<file path="config.mk">
export PLATFORM = sky130hd
export DESIGN_NAME = cla_adder_flat
export DESIGN_NICKNAME = d
export VERILOG_FILES = /design/src/rtl/adder_pkg.sv /design/src/rtl/cla_adder_if.sv /design/src/rtl/cla_group4.sv /design/src/rtl/cla_adder.sv /design/src/flat_wrapper.sv
export SDC_FILE = /design/constraint.sdc
export NUM_CORES = 1
export LEC_CHECK = 0
export BUFFER_PORTS_ARGS = -buffer_cell sky130_fd_sc_hd__buf_2
export CAP_MARGIN = 20
export CORE_AREA = 5 5 42 44
export DETAILED_ROUTE_END_ITERATION = 16
export DIE_AREA = 0 0 47 49
export PLACE_DENSITY = 0.62
export SLEW_MARGIN = 20
export SYNTH_ARGS = -nofsm -noshare
export SYNTH_HDL_FRONTEND = slang
export SYNTH_HIERARCHICAL = 1
export SYNTH_SLANG_ARGS = --single-unit
</file>
<file path="constraint.sdc">
create_clock -name clk -period 1.2 [get_ports clk]
set_clock_uncertainty 0.05 [all_clocks]
set_input_delay 0.18 -clock clk [delete_from_list [all_inputs] [get_ports clk]]
set_output_delay 0.18 -clock clk [all_outputs]
set_load 0.005 [all_outputs]
</file>
<file path="src/rtl/adder_pkg.sv">
// Shared constants and helpers for the carry-lookahead adder: group sizing and
// a flattened sum-of-products carry function used at both lookahead levels.
package adder_pkg;

    localparam int GROUP_W = 4;
    localparam int MAX_W   = 32;

    function automatic int group_count(input int width);
        return (width + GROUP_W - 1) / GROUP_W;
    endfunction

    // Carry out of position n-1 written as an OR of independent product terms
    // (cin & p[n-1:0]) | (g[j] & p[n-1:j+1]), so no term waits on another carry.
    function automatic logic lookahead_carry(input logic [MAX_W-1:0] g,
                                             input logic [MAX_W-1:0] p,
                                             input logic             cin,
                                             input int               n);
        logic carry;
        logic prod;
        carry = cin;
        for (int k = 0; k < n; k++) begin
            carry = carry & p[k];
        end
        for (int j = 0; j < n; j++) begin
            prod = g[j];
            for (int k = j + 1; k < n; k++) begin
                prod = prod & p[k];
            end
            carry = carry | prod;
        end
        return carry;
    endfunction

endpackage

</file>
<file path="src/rtl/cla_adder_if.sv">
// Operand/result bundle for cla_adder; the producer drives operands, the adder
// drives the registered result. No ready signal: one operation per cycle.
interface cla_adder_if #(
    parameter int WIDTH = 4
);
    logic             in_valid;
    logic [WIDTH-1:0] a;
    logic [WIDTH-1:0] b;
    logic             cin;
    logic             out_valid;
    logic [WIDTH-1:0] sum;
    logic             cout;
    logic             g_out;
    logic             p_out;

    modport master (
        output in_valid, a, b, cin,
        input  out_valid, sum, cout, g_out, p_out
    );

    modport slave (
        input  in_valid, a, b, cin,
        output out_valid, sum, cout, g_out, p_out
    );
endinterface

</file>
<file path="src/rtl/cla_group4.sv">
// Combinational lookahead group (up to 4 bits): sum plus group generate/propagate.
// Zero latency, no flow control; W narrows it for the partial tail group.
module cla_group4
    import adder_pkg::*;
#(
    parameter int W = GROUP_W
) (
    input  logic [W-1:0] i_a,
    input  logic [W-1:0] i_b,
    input  logic         i_cin,
    output logic [W-1:0] o_sum,
    output logic         o_g,
    output logic         o_p
);

    logic [W-1:0] w_g;
    logic [W-1:0] w_p;
    logic [W-1:0] w_c;

    assign w_g = i_a & i_b;
    assign w_p = i_a ^ i_b;

    always_comb begin
        w_c = '0;
        for (int i = 0; i < W; i++) begin
            w_c[i] = lookahead_carry(MAX_W'(w_g), MAX_W'(w_p), i_cin, i);
        end
    end

    assign o_sum = w_p ^ w_c;
    assign o_g   = lookahead_carry(MAX_W'(w_g), MAX_W'(w_p), 1'b0, W);
    assign o_p   = &w_p;

endmodule

</file>
<file path="src/rtl/cla_adder.sv">
// Registered two-level carry-lookahead adder: sum/cout plus word G/P for cascading.
// Latency 1 cycle; no backpressure, accepts a new operation every cycle.
module cla_adder
    import adder_pkg::*;
#(
    parameter int WIDTH = 4
) (
    input  logic        clk,
    input  logic        rst,
    cla_adder_if.slave  bus
);

    localparam int NG = group_count(WIDTH);

    logic [NG-1:0]    w_grp_g;
    logic [NG-1:0]    w_grp_p;
    logic [NG-1:0]    w_grp_cin;
    logic [WIDTH-1:0] w_sum;
    logic             w_word_g;
    logic             w_word_p;
    logic             w_cout;

    logic             r_out_valid;
    logic [WIDTH-1:0] r_sum;
    logic             r_cout;
    logic             r_g_out;
    logic             r_p_out;

    for (genvar k = 0; k < NG; k++) begin : g_grp
        localparam int LO = k * GROUP_W;
        localparam int GW = ((WIDTH - LO) < GROUP_W) ? (WIDTH - LO) : GROUP_W;

        cla_group4 #(
            .W (GW)
        ) u_grp (
            .i_a   (bus.a[LO +: GW]),
            .i_b   (bus.b[LO +: GW]),
            .i_cin (w_grp_cin[k]),
            .o_sum (w_sum[LO +: GW]),
            .o_g   (w_grp_g[k]),
            .o_p   (w_grp_p[k])
        );
    end

    // Second level: every group carry-in is its own product-term expansion
    // over the group G/P, so group carries never ripple.
    always_comb begin
        w_grp_cin = '0;
        for (int k = 0; k < NG; k++) begin
            w_grp_cin[k] = lookahead_carry(MAX_W'(w_grp_g), MAX_W'(w_grp_p), bus.cin, k);
        end
    end

    assign w_word_g = lookahead_carry(MAX_W'(w_grp_g), MAX_W'(w_grp_p), 1'b0, NG);
    assign w_word_p = &w_grp_p;
    assign w_cout   = w_word_g | (w_word_p & bus.cin);

    always_ff @(posedge clk or posedge rst) begin
        if (rst) begin
            r_out_valid <= 1'b0;
            r_sum       <= '0;
            r_cout      <= 1'b0;
            r_g_out     <= 1'b0;
            r_p_out     <= 1'b0;
        end else begin
            r_out_valid <= bus.in_valid;
            if (bus.in_valid) begin
                r_sum   <= w_sum;
                r_cout  <= w_cout;
                r_g_out <= w_word_g;
                r_p_out <= w_word_p;
            end
        end
    end

    assign bus.out_valid = r_out_valid;
    assign bus.sum       = r_sum;
    assign bus.cout      = r_cout;
    assign bus.g_out     = r_g_out;
    assign bus.p_out     = r_p_out;

endmodule

</file>
<file path="src/flat_wrapper.sv">
// flat-port wrapper written by rule: the top's interface ports become plain ports
module cla_adder_flat import adder_pkg::*;
#(
    parameter int WIDTH = 4
)
  (clk, rst, bus_in_valid, bus_a, bus_b, bus_cin, bus_out_valid, bus_sum, bus_cout, bus_g_out, bus_p_out);
  cla_adder_if #(.WIDTH(WIDTH)) bus_i ();
  input  logic clk;
  input  logic rst;
  input wire logic [$bits(bus_i.in_valid)-1:0] bus_in_valid;
  input wire logic [$bits(bus_i.a)-1:0] bus_a;
  input wire logic [$bits(bus_i.b)-1:0] bus_b;
  input wire logic [$bits(bus_i.cin)-1:0] bus_cin;
  output wire logic [$bits(bus_i.out_valid)-1:0] bus_out_valid;
  output wire logic [$bits(bus_i.sum)-1:0] bus_sum;
  output wire logic [$bits(bus_i.cout)-1:0] bus_cout;
  output wire logic [$bits(bus_i.g_out)-1:0] bus_g_out;
  output wire logic [$bits(bus_i.p_out)-1:0] bus_p_out;
  assign bus_i.in_valid = bus_in_valid;
  assign bus_i.a = bus_a;
  assign bus_i.b = bus_b;
  assign bus_i.cin = bus_cin;
  assign bus_out_valid = bus_i.out_valid;
  assign bus_sum = bus_i.sum;
  assign bus_cout = bus_i.cout;
  assign bus_g_out = bus_i.g_out;
  assign bus_p_out = bus_i.p_out;
  cla_adder #(.WIDTH(WIDTH)) u_core (.clk(clk), .rst(rst), .bus(bus_i));
endmodule
</file>
==> impl_results.md, run 1 <==
- Wire per inst: 11.6 µm
- Max stage delay on crit path: 0.25 ns
- Initial drt markers: 1
- Final min period: 1.22 ns
- Area leader, netlist: dfrtp_1
- Area delta synth->final: 46.5%
- Total grt overflow: 0
- Crit-path slowest cell: mux2_4
- Seq/Total Area, Yosys: 41.3%
- Synth top area share: 41.3%
- Total chip power: 0.811 mW
- TritonCTS Buffers: 3
- Worst setup SP type: input port
- Final worst path period share: 102%
- Hold Crit Depth: 1
- Critical Path Sink Type: flip-flop
- Avg Vias per Cell: 4.68
- Instance count on the critical path: 7
- Largest net degree at the start of global routing: 10
- Syn_nets: 56
- Critical path type: input port to flip-flop
- Nets@finish: 86
- Syn avg cell area: 12.7 µm²
- DR DRC count: 0
- Int Pwr: 0.596 mW
- Post CTS Setup Buffer Count: 0
- Drt first pass iters: 4
- Setup ws final: -0.0224 ns
- Outcome: finished with violations
- Cell family with most CP delay: adder cells
- Setup TNS: -0.0224 ns
- Sw Share: 26.5%
- Most frequent cells in the layout: 17 x buf_2, 8 x dfrtp_1, 6 x mux2_4, 6 x buf_4, 5 x a21oi_1
- Finished Layout Cells: 82
- Final Max Tran Viols: 0
- CTS max path bufs: 2
- Least-Margin Pin Slew: 0.281 ns
- Root buffer cell: clkbuf_4
- Finish-stage setup viols: 1
- Mapped Cells: 38
- CP bufs+invs: 1
- Die height: 49 µm
- Worst path required time: 1.29 ns
- Port Buf Inserts: 19
- Hold Path Class: input port to flip-flop
- Slew headroom: 81.2%
- Seq pwr share: 42.1%
- RSZ-0062 raised after global routing: yes
- Clock transition at path regs: 0.05 ns
- I/O pins: 20
- Clock share of power: 24.9%
- Diode count: 0
- Sw power: 0.215 mW
- Final antenna-violating net count: 0
- First-pass GRT wire length: 1570 µm
- Logic pwr share: 33.0%
- Synth warn: 6
- Worst path cell trace: buf_8 > ha_4 > ha_4 > o211ai_1 > nand2_1 > xor2_1 > mux2_4
- Number of global-route vias before repair: 403
- Clock latency on the worst-skew pair: 0.25 ns
- Total Routed Length: 952 µm
- GRT Resource Usage Total: 9.30%
- Worst R2R Path Depth: 1
- Share of post-route cells with drive strength above 1: 57.6%
- Mapped Area: 484 µm²
- Fmax achieved: 818 MHz
- Cells after DPL: 78
- Initial cell density of the core: 34.6%
- # clock sinks: 8
- Synth Register Bits: 8
- Final Hold Viols: 0
- Placed instance area: 658 µm²
- CTS tree: yes
- Die width: 47 µm
- Max Cap Viol: 0
- Violated checks: setup timing
- Hold_ws: 0.125 ns
- Post-route cell area: 709 µm²
- Via count: 384
- Core area: 1400 µm²
- Commonest non-fill, non-tap cell in the layout: buf_2
- Crit path DAT: 1.31 ns
- P_leak: 0.361 nW
- CP dominant cell by count: ha_4
- Row count: 14
- H-tree depth: 1
- GP Congestion: 0.659
- Post-synth cell types: 15
- # fillers: 145
- Power per cell area: 1140 nW/µm²
- Initial antenna violation count: 0
- Worst vdd ir: 0.000410 V
- Die area: 2300 µm²
- Worst-path maximum fanout: 2
- Synth area leaders: dfrtp_1 41%, mux2_4 19%, ha_1 13%
==> per-stage QoR <==
stage / setup slack [ns] / util (%)
6_report: -0.0224 / 50.6
5_1_grt: -0.0494 / 50.6
4_1_cts: -0.0504 / 50.2
3_5_place_dp: -0.325 / 47.0
3_3_place_gp: -0.318 / 47.0
2_1_floorplan: -0.129 / -
==> per-layer routing <==
metal | global-route usage (%) | share of wire [%] | wire length [µm] | up-vias
met3 | 0.369 | 8.3 | 79 | 3
met1 | 10.6 | 40 | 385 | 171
li1 | - | - | - | 191
met2 | 14.7 | 49 | 466 | 19
met5 | 0 | 0 | 0 | -
met4 | 8.29 | 2.1 | 20 | 0
==> Yosys cell counts, drive strengths merged <==
| library cell | count |
|---|---|
| fa | 1 |
| mux2 | 6 |
| inv | 1 |
| o21ai | 1 |
| buf | 1 |
| a21oi | 5 |
| o211ai | 1 |
| o21a | 1 |
| dfrtp | 8 |
| ha | 5 |
| xnor2 | 1 |
| nor2 | 2 |
| and4 | 1 |
| xor2 | 2 |
| nand2 | 2 |
==> sequential cells by signal (all words and copies together) (netlist names) <==
register,flops
u_core/bus.sum,4
u_core/bus.cout,1
u_core/bus.g_out,1
u_core/bus.out_valid,1
u_core/bus.p_out,1
==> what timing repair did <==
action | 4_1_cts | 5_1_grt
endpoints found under the hold margin | 8 | 0
resized for setup | 4 | 3
setup endpoints to repair | 3 | 3
pin swaps | 5 | 6
hold buffers | 1 | 0
==> power groups by stage <==
stage | sequential, mW | clock [mW] | combinational (mW)
floorplan | 0.347 | 0 | 0.146
global placement | 0.344 | 0 | 0.255
detailed placement | 0.347 | 0 | 0.260
CTS | 0.342 | 0.207 | 0.267
global route | 0.346 | 0.223 | 0.294
finish | 0.342 | 0.202 | 0.267
==> path summary, 6_finish.rpt <==
path	start	to	slack, ns
worst min register to register	u_core/bus.sum[3]$_DFFE_PP0P_	u_core/bus.sum[3]$_DFFE_PP0P_	0.46
worst max-delay path	bus_b[0]	u_core/bus.sum[3]$_DFFE_PP0P_	-0.02
worst min-delay path	bus_in_valid	u_core/bus.out_valid$_DFF_PP0_	0.13
min in group asynchronous	rst	u_core/bus.g_out$_DFFE_PP0P_	0.35
worst max register to register	u_core/bus.sum[2]$_DFFE_PP0P_	u_core/bus.sum[2]$_DFFE_PP0P_	0.38
max in group asynchronous	rst	u_core/bus.sum[1]$_DFFE_PP0P_	0.53
==> final cells by class <==
cell class | count | area (µm²) | share of cell area, %
clock buffer | 3 | 22.5 | 3.17
inverter | 1 | 3.75 | 0.529
multi-input combinational | 28 | 297 | 41.8
sequential | 8 | 200 | 28.2
tap | 16 | 20.0 | 2.82
timing repair buffer | 26 | 166 | 23.5
==> cell families after synthesis <==
kind of cell / count (synthesis) / synth area share (%)
AOI/OAI and AO/OA: 8 / 9.30
DFF: 8 / 41.3
muxes: 6 / 18.6
adders and majority gates: 6 / 17.1
and+or+nand+nor: 5 / 5.17
xor gates and xnor gates: 3 / 5.43
buffers and inverters: 2 / 3.10
Note: power is estimated with default switching activity, not from simulation.
==> inputs of run 2 (changes only) <==
Settings changed: CTS_CLUSTER_SIZE from default to 24, PLACE_DENSITY 0.62 to default, PLACE_DENSITY_LB_ADDON from default to 0.12, RECOVER_POWER from default to 100.
==> run 2 against run 1 <==
Compared with the run above:
- the flow still finishes with violations (setup timing)
- global-route usage up 0.41 points
- design area down 2.8%
- clock power fell by 2%
- via count decreased by 4.4%
- largest cell class unchanged
- fmax is 0.27% higher
- total power fell by 1.8%
- worst setup slack gained 0.0032 ns
- wire length is 1.5% higher
- first-iteration DRC count rose to 4.0 times the previous value
- non-clock buffer count shrank 1
==> impl_results.md, run 2 (synthesis results as in run 1) <==
- Outcome: finished with violations
- Violated checks: setup timing
- Hold Path Class: input port to flip-flop
- Nets@finish: 85
- Share of post-route cells with drive strength above 1: 52.3%
- Power per cell area: 1150 nW/µm²
- Sw Share: 26.4%
- Area delta synth->final: 42.4%
- Finished Layout Cells: 81
- H-tree depth: 1
- Clock share of power: 24.7%
- Hold Crit Depth: 1
- Clock latency on the worst-skew pair: 0.25 ns
- GP Congestion: 0.725
- Final min period: 1.22 ns
- Most frequent cells in the layout: 16 x buf_2, 8 x dfrtp_1, 6 x mux2_4
- Total grt overflow: 0
- Sw power: 0.210 mW
- Number of global-route vias before repair: 378
- Logic pwr share: 32.3%
- Final Hold Viols: 0
- DP Wirelength: 824 µm
- Seq pwr share: 43.0%
- Worst path required time: 1.28 ns
- CTS tree: yes
- Final worst path period share: 102%
- Via count: 367
- Hold_ws: 0.136 ns
- Critical path type: input port to flip-flop
- I/O pins: 20
- Total Routed Length: 966 µm
- Setup ws final: -0.0192 ns
- Wire per inst: 11.9 µm
- P_leak: 0.345 nW
- Die height: 49 µm
- GRT Resource Usage Total: 9.71%
- Max reg flops: 4
- Worst R2R Path Depth: 1
- Diode count: 0
- Worst setup SP type: input port
- Total chip power: 0.796 mW
- Core area: 1400 µm²
- Avg Vias per Cell: 4.53
- Crit path DAT: 1.30 ns
- Commonest non-fill, non-tap cell in the layout: buf_2
- Final Util: 49.2%
- Max Cap Viol: 0
- # clock sinks: 8
- Worst vdd ir: 0.000303 V
- Finish-stage setup viols: 1
- TritonCTS Buffers: 3
- Cells after DPL: 77
- Worst-path maximum fanout: 2
- CTS max path bufs: 2
- Drt first pass iters: 4
- Initial cell density of the core: 34.6%
- Root buffer cell: clkbuf_4
- Port Buf Inserts: 19
- Clock transition at path regs: 0.05 ns
- Die width: 47 µm
- RSZ-0062 raised after global routing: yes
- Fmax achieved: 820 MHz
- Int Pwr: 0.585 mW
- Critical Path Sink Type: flip-flop
- Row count: 14
- Initial drt markers: 4
- Initial antenna violation count: 0
- Die area: 2300 µm²
- Final Max Tran Viols: 0
- DR DRC count: 0
- Largest net degree at the start of global routing: 10
- Final antenna-violating net count: 0
- Least-Margin Pin Slew: 0.294 ns
- # fillers: 143
- First-pass GRT wire length: 1520 µm
- Slew headroom: 80.4%
-- run 2: cell count changes in the layout (fill, tap and decap cells not counted), sizes merged --
cell	change
clkbuf	+3
buf	-4
-- run 2: path summary, 6_finish.rpt --
| path | startpoint | end | slack (ns) |
|---|---|---|---|
| worst max-delay path | bus_b[0] | u_core/bus.sum[3]$_DFFE_PP0P_ | -0.02 |
| worst min-delay path | bus_in_valid | u_core/bus.out_valid$_DFF_PP0_ | 0.14 |
| worst max register to register | u_core/bus.sum[0]$_DFFE_PP0P_ | u_core/bus.sum[0]$_DFFE_PP0P_ | 0.36 |
| worst min register to register | u_core/bus.sum[1]$_DFFE_PP0P_ | u_core/bus.sum[1]$_DFFE_PP0P_ | 0.46 |
| max in group asynchronous | rst | u_core/bus.sum[1]$_DFFE_PP0P_ | 0.51 |
| min in group asynchronous | rst | u_core/bus.p_out$_DFFE_PP0P_ | 0.37 |
-- run 2: layer usage --
metal | up-vias | share of wire [%] | GRT usage [%] | wire length, µm
met4 | 0 | 3.7 | 9.68 | 36
met2 | 15 | 46 | 14.7 | 445
met3 | 4 | 7.9 | 2.58 | 76
met1 | 159 | 42 | 9.87 | 408
met5 | - | 0 | 0 | 0
li1 | 189 | - | - | -
-- run 2: through the flow --
stage	setup TNS [ns]	worst slack, ns	instance area (µm²)
final	-0.0192	-0.0192	689
after global routing	-0.0419	-0.0259	689
after CTS	-0.0334	-0.0334	696
after detailed placement	-1.48	-0.322	651
after global placement	-1.45	-0.321	651
after floorplan	-0.242	-0.129	509
-- run 2: power groups by stage --
stage,sequential [mW],clock (mW),combinational (mW)
global route,0.348,0.227,0.284
CTS,0.344,0.209,0.264
floorplan,0.347,0,0.146
finish,0.343,0.197,0.257
global placement,0.345,0,0.253
detailed placement,0.348,0,0.258
-- run 2: cell type report --
cell class / count / area [µm²] / share of cell area (%)
clock buffers: 3 / 22.5 / 3.27
repair buffers: 25 / 146 / 21.2
multi-input cells: 28 / 297 / 43.0
flip-flops and latches: 8 / 200 / 29.0
well taps: 16 / 20.0 / 2.90
inverters: 1 / 3.75 / 0.544
-- run 2: worst max-delay path, stage by stage --
cell	delay (ns)
buf_6	0.10
ha_4	0.23
ha_4	0.15
o211ai_1	0.16
nand2_1	0.09
xor2_1	0.14
mux2_4	0.25
-- run 2: timing repair --
| item | CTS | global route |
|---|---|---|
| gates resized for setup | 2 | 2 |
| hold endpoints to repair | 8 | 0 |
| buffers inserted | 0 | 0 |
| pin swaps | 4 | 5 |
| hold buffers | 1 | 0 |
| setup endpoints to repair | 2 | 3 |
